File: src/rtl/spi_a2d_model_n.sv
// Clocked behavioural model of the DE0 SPI A2D converter. Holds NUM_CH
// writable channel registers, answers each 16-bit SPI frame with the channel
// addressed in the previous frame, and optionally ramps the read channel down.
module spi_a2d_model_n #(
  parameter int          NUM_CH    = 8,
  parameter int          DATA_W    = 12,
  parameter logic [15:0] INIT_VAL  = 16'h0C00,
  parameter int          RAMP_STEP = 16
) (
  input  logic              clk,
  input  logic              rst,
  input  logic              SS_n,
  input  logic              SCLK,
  input  logic              MOSI,
  output logic              MISO,
  input  logic              wr,
  input  logic [2:0]        wr_ch,
  input  logic [DATA_W-1:0] wr_data,
  input  logic              ramp_en,
  output logic [15:0]       conv_cnt,
  output logic [2:0]        last_ch,
  output logic              ch_err
);

  localparam logic [DATA_W-1:0] INIT_D = DATA_W'(INIT_VAL);
  localparam logic [DATA_W-1:0] RAMP_D = DATA_W'(RAMP_STEP);

  typedef enum logic [1:0] {IDLE, LOAD, SHIFT, DONE} state_t;

  state_t state, next_state;

  // Synchroniser stages for the asynchronous SPI pins
  logic ss_ff1, ss_n_s, ss_n_d;
  logic sclk_ff1, sclk_s, sclk_d;
  logic mosi_ff1, mosi_s;

  logic [15:0]       tx_shift;
  logic [15:0]       rx_shift;
  logic [4:0]        bit_cnt;
  logic [2:0]        pend_ch;
  // Sized to the full 3-bit address space so any channel index is legal;
  // entries at or above NUM_CH are never written and stay constant.
  logic [DATA_W-1:0] chan [8];

  logic       ss_fall, sclk_rise, sclk_fall;
  logic [2:0] rx_ch;
  logic       wr_ok, ramp_hit;

  function automatic logic ch_ok(input logic [2:0] c);
    return 32'(c) < NUM_CH;
  endfunction

  assign ss_fall   = ss_n_d & ~ss_n_s;
  assign sclk_rise = sclk_s & ~sclk_d;
  assign sclk_fall = ~sclk_s & sclk_d;
  assign rx_ch     = rx_shift[13:11];
  assign wr_ok     = wr & ch_ok(wr_ch);
  assign ramp_hit  = (state == DONE) & ramp_en & ch_ok(pend_ch);
  assign MISO      = (state == SHIFT) ? tx_shift[15] : 1'b0;

  // Double-flop the SPI pins into clk; extra SS_n/SCLK stage for edge detect
  // NOTE: sequential state always uses non-blocking assignments so every flop
  // samples the pre-edge value of its neighbours.
  always_ff @(posedge clk or posedge rst) begin
    if (rst) begin
      ss_ff1   <= 1'b1;
      ss_n_s   <= 1'b1;
      ss_n_d   <= 1'b1;
      sclk_ff1 <= 1'b0;
      sclk_s   <= 1'b0;
      sclk_d   <= 1'b0;
      mosi_ff1 <= 1'b0;
      mosi_s   <= 1'b0;
    end else begin
      ss_ff1   <= SS_n;
      ss_n_s   <= ss_ff1;
      ss_n_d   <= ss_n_s;
      sclk_ff1 <= SCLK;
      sclk_s   <= sclk_ff1;
      sclk_d   <= sclk_s;
      mosi_ff1 <= MOSI;
      mosi_s   <= mosi_ff1;
    end
  end

  // FSM state register
  always_ff @(posedge clk or posedge rst) begin
    if (rst) state <= IDLE;
    else     state <= next_state;
  end

  // FSM next-state logic
  always_comb begin
    // NOTE: default assigned first so no path leaves next_state unassigned,
    // which would otherwise infer a latch.
    next_state = state;
    case (state)
      IDLE:    if (ss_fall) next_state = LOAD;
      LOAD:    next_state = SHIFT;
      SHIFT:   if (ss_n_s) next_state = (bit_cnt >= 5'd16) ? DONE : IDLE;
      DONE:    next_state = IDLE;
      default: next_state = IDLE;
    endcase
  end

  // Frame shift registers and bit counter
  always_ff @(posedge clk or posedge rst) begin
    if (rst) begin
      tx_shift <= '0;
      rx_shift <= '0;
      bit_cnt  <= '0;
    end else if (state == LOAD) begin
      tx_shift <= ch_ok(pend_ch) ? 16'(chan[pend_ch]) : 16'h0000;
      rx_shift <= '0;
      bit_cnt  <= '0;
    end else if (state == SHIFT) begin
      if (sclk_rise) begin
        rx_shift <= {rx_shift[14:0], mosi_s};
        if (bit_cnt != 5'h1F) bit_cnt <= bit_cnt + 5'd1;
      end
      // No shift before the first rise: bit 15 must be presented first
      if (sclk_fall && bit_cnt != 5'd0) tx_shift <= {tx_shift[14:0], 1'b0};
    end
  end

  // Completed-frame bookkeeping: pointer, last address, error flag, counter
  always_ff @(posedge clk or posedge rst) begin
    if (rst) begin
      pend_ch  <= '0;
      last_ch  <= '0;
      ch_err   <= 1'b0;
      conv_cnt <= '0;
    end else if (state == DONE) begin
      pend_ch  <= rx_ch;
      last_ch  <= rx_ch;
      if (!ch_ok(rx_ch)) ch_err <= 1'b1;
      conv_cnt <= conv_cnt + 16'd1;
    end
  end

  // Channel registers: bench writes take priority over the ramp decrement
  // NOTE: this array is a handful of flops, not a RAM, so it is reset like
  // any other register; a real memory macro would not be.
  always_ff @(posedge clk or posedge rst) begin
    if (rst) begin
      for (int i = 0; i < 8; i++) chan[i] <= INIT_D;
    end else begin
      for (int i = 0; i < 8; i++) begin
        if (wr_ok && wr_ch == 3'(i))
          chan[i] <= wr_data;
        else if (ramp_hit && pend_ch == 3'(i))
          chan[i] <= chan[i] - RAMP_D;
      end
    end
  end

endmodule

File: config.mk
export PLATFORM = sky130hd
export DESIGN_NAME = spi_a2d_model_n
export DESIGN_NICKNAME = d
export VERILOG_FILES = /design/src/rtl/spi_a2d_model_n.sv
export SDC_FILE = /design/constraint.sdc
export NUM_CORES = 1
export LEC_CHECK = 0
export CAP_MARGIN = 20
export CELL_PAD_IN_SITES_DETAIL_PLACEMENT = 1
export CELL_PAD_IN_SITES_GLOBAL_PLACEMENT = 1
export CORE_MARGIN = 10
export CORE_UTILIZATION = 45
export CTS_BUF_LIST = sky130_fd_sc_hd__clkbuf_16
export DETAILED_ROUTE_END_ITERATION = 7
export PLACE_DENSITY_LB_ADDON = 0.1
export SYNTH_ARGS = -nofsm -noshare
export SYNTH_HDL_FRONTEND = slang
export SYNTH_SLANG_ARGS = --single-unit
File: constraint.sdc
create_clock -name clk -period 18.8 [get_ports clk]
set_input_delay 5.64 -clock clk [delete_from_list [all_inputs] [get_ports clk]]
set_output_delay 5.64 -clock clk [all_outputs]
set_load 0.005 [all_outputs]
==> flow_summary.toml <==
[run_status]
status = "finished, final reports clean"

[finish]
drive_above_1_share_pct = 18.0
final_cell_mix = "dfrtp_1, nor2_1, nand2_1, mux2_2, clkdlybuf4s50_1"
utilization_pct = 51.8
stdcell_count = 1027
syn2layout_area_growth_pct = 14.2
fillers = 1934
diodes = 0
final_common_cell = "dfrtp_1"
layout.nets = 819

[critical_path]
end_kind = "output port"
arrival_ps = 1910
path_max_fanout = 35
path_class = "register to output port"
cp-start-kind = "register"
required_ps = 13160

[sta]
max_freq_mhz = 132
worst_pin_slew_ps = 1020
skew_ps = 10.5
rsz0062_at_grt = "false"
finalSetupViolCount = 0
period_share_pct = 40.2
finalSetupTns_ps = 0
slew_violations = 0
finalHoldViolCount = 0
finalCriticalPeriod_ps = 7550
max-slew-margin-rel_pct = 32.0

[logic_synthesis]
synth_adder_area_share_pct = 2.52
synth_top_cell_by_area = "dfrtp_1"
synth_cell_type_count = 57
synth_compound_area_share_pct = 10.0
yosysTopAreaCellShare_pct = 41.8
ys_seq_elements = 160
yosys_warnings = 1
synth_cells = 760
synth.area.top_cells = "dfrtp_1, mux4_2, dfstp_2"
syn_area_um2 = 8430
yosysSeqAreaShare_pct = 47.8
synth_top_family_by_area = "simple AND/OR/NAND/NOR gates"
synth-simple-area-share_pct = 14.7
synthXorXnorAreaFrac_pct = 7.37
synth.avg_cell_area_um2 = 11.1
synth_mux_area_share_pct = 13.4
synth_fp_nets = 799

[die]
io_pins = 43
die_y_um = 157
rows = 50
core_area_um2 = 18600
dieArea_um2 = 24600
start_util_pct = 45.4
fp.dieW_um = 157

[clock_tree]
cts_hold_buf = 0
cts_buffer_depth = 2
cts_tree = "done"
cts_sinks = 160
cts_setup_buffers = 0
ctsRootBufferMaster = "clkbuf_16"
insertion_delay_ps = 430
cts_resized = 0
cts.clk_slew.worst_paths_ps = 70
htree_levels = 4
numCtsBuffers = 17

[route]
drtIter0Drc = 288
via_count = 5980
wl_per_cell_um = 22.2
firstDrtPassIters = 6
viasPerCell = 5.82
drc = 0
ant_nets = 0
routed_wl_um = 22800

[grt]
grt_overflow = 0
grt_max_degree = 82
grt_pass1_vias = 6546
grt_pass1_wl_um = 37900
track_usage_pct = 19.9
grt_antenna_before_repair = 0

[pwr]
netSwitchingPower_uw = 388
power.clock.fraction_pct = 31.2
internal_power_uw = 791
pwr-share-comb_pct = 26.2
sw_frac_of_total_pct = 32.9
pwr_density_cell_nw_per_um2 = 123
vdd_drop_max_v = 0.0000683
seqPwrFrac_pct = 42.6
p_leak_nw = 3.91

[place]
place_hpwl_um = 15300
placedCellCount = 993
place.gp.congestion = 0.827
port_buffers = 41

[min_path]
hold_path_class = "register to register"

[run]
cap_violations = 0
==> metrics by stage <==
step	worst slack (ps)	hold WS (ps)	cell area (um^2)	total power, mW
after floorplan	8870	331	8430	0.710
after global placement	10970	345	8970	0.792
after detailed placement	10870	339	8970	0.815
after CTS	11190	357	9590	1.19
after global routing	11100	366	9630	1.25
final	11250	354	9630	1.18
==> power groups by stage <==
| stage | logic (mW) | registers, mW | clock network, mW |
|---|---|---|---|
| floorplan | 0.230 | 0.480 | 0 |
| global placement | 0.292 | 0.501 | 0 |
| detailed placement | 0.309 | 0.506 | 0 |
| CTS | 0.313 | 0.501 | 0.375 |
| global route | 0.346 | 0.514 | 0.391 |
| finish | 0.309 | 0.503 | 0.368 |
==> layout make-up <==
type,count,area (um^2),share of cell area [%]
sequential,160,4030,41.8
clock inverter,15,191,1.99
tap,234,293,3.04
multi-input combinational,523,4070,42.2
timing repair buffer,54,532,5.52
inverter,24,95.1,0.987
clock buffer,17,425,4.42
==> synthesized netlist by cell type (all sizes together) <==
cell type / n
dfrtp: 141
nor2: 61
nand2: 43
mux2: 42
a21oi: 40
o21ai: 37
xnor2: 36
xor2: 35
buf: 28
clkbuf: 25
inv: 24
mux4: 24
nand3: 22
a22o: 21
dfstp: 19
ha: 17
nand4: 17
nor3: 17
a211oi: 14
a21o: 14
nor4: 13
mux2i: 11
nand4b: 7
nand2b: 6
nor2b: 6
nor3b: 6
or3: 5
a31oi: 3
and2: 3
and3: 3
nand3b: 3
nor4b: 3
or4b: 3
and3b: 2
and4: 2
and4b: 1
conb: 1
o211ai: 1
o2bb2ai: 1
o31ai: 1
or3b: 1
or4: 1
==> worst paths after layout <==
path | from | endpoint | slack, ps | cells after the start
max | pend_ch[1] | last_ch[1] | 11250 | 2
min | sclk_ff1 | sclk_s | 350 | 0
max reg2reg | state[0] | chan[80] | 15940 | 5
min reg2reg | sclk_ff1 | sclk_s | 350 | 0
max in group asynchronous | rst | chan[70] | 11920 | 4
min in group asynchronous | rst | conv_cnt[1] | 5730 | 2
==> worst max-delay path: stages (launching register included) <==
cell	delay, ps
dfrtp_2	340
buf_4	510
clkdlybuf4s50_1	630
==> sequential cells by signal, summed over array words and instances, names as in the netlist, 2 cells and up <==
signal	cells
state	2
chan	96
pend_ch	3
tx_shift	16
rx_shift	14
conv_cnt	16
bit_cnt	5
==> logic make-up after synthesis <==
kind of cell	count (synthesis)
adder cells (fa/ha/maj)	17
AND/OR/NAND/NOR	225
AO/OA/AOI/OAI	132
other	1
flip-flops	160
buffers and inverters	77
multiplexers	77
XOR/XNOR	71
==> metal layers <==
metal / global-route usage, % / vias up / part of all wire, %
li1: - / 2750 / -
met1: 26.2 / 3129 / 45
met2: 32.3 / 81 / 49
met3: 4.26 / 20 / 3.8
met4: 5.98 / 0 / 1.8
met5: 0 / - / 0
No activity file was read; power rests on OpenSTA's default activity.
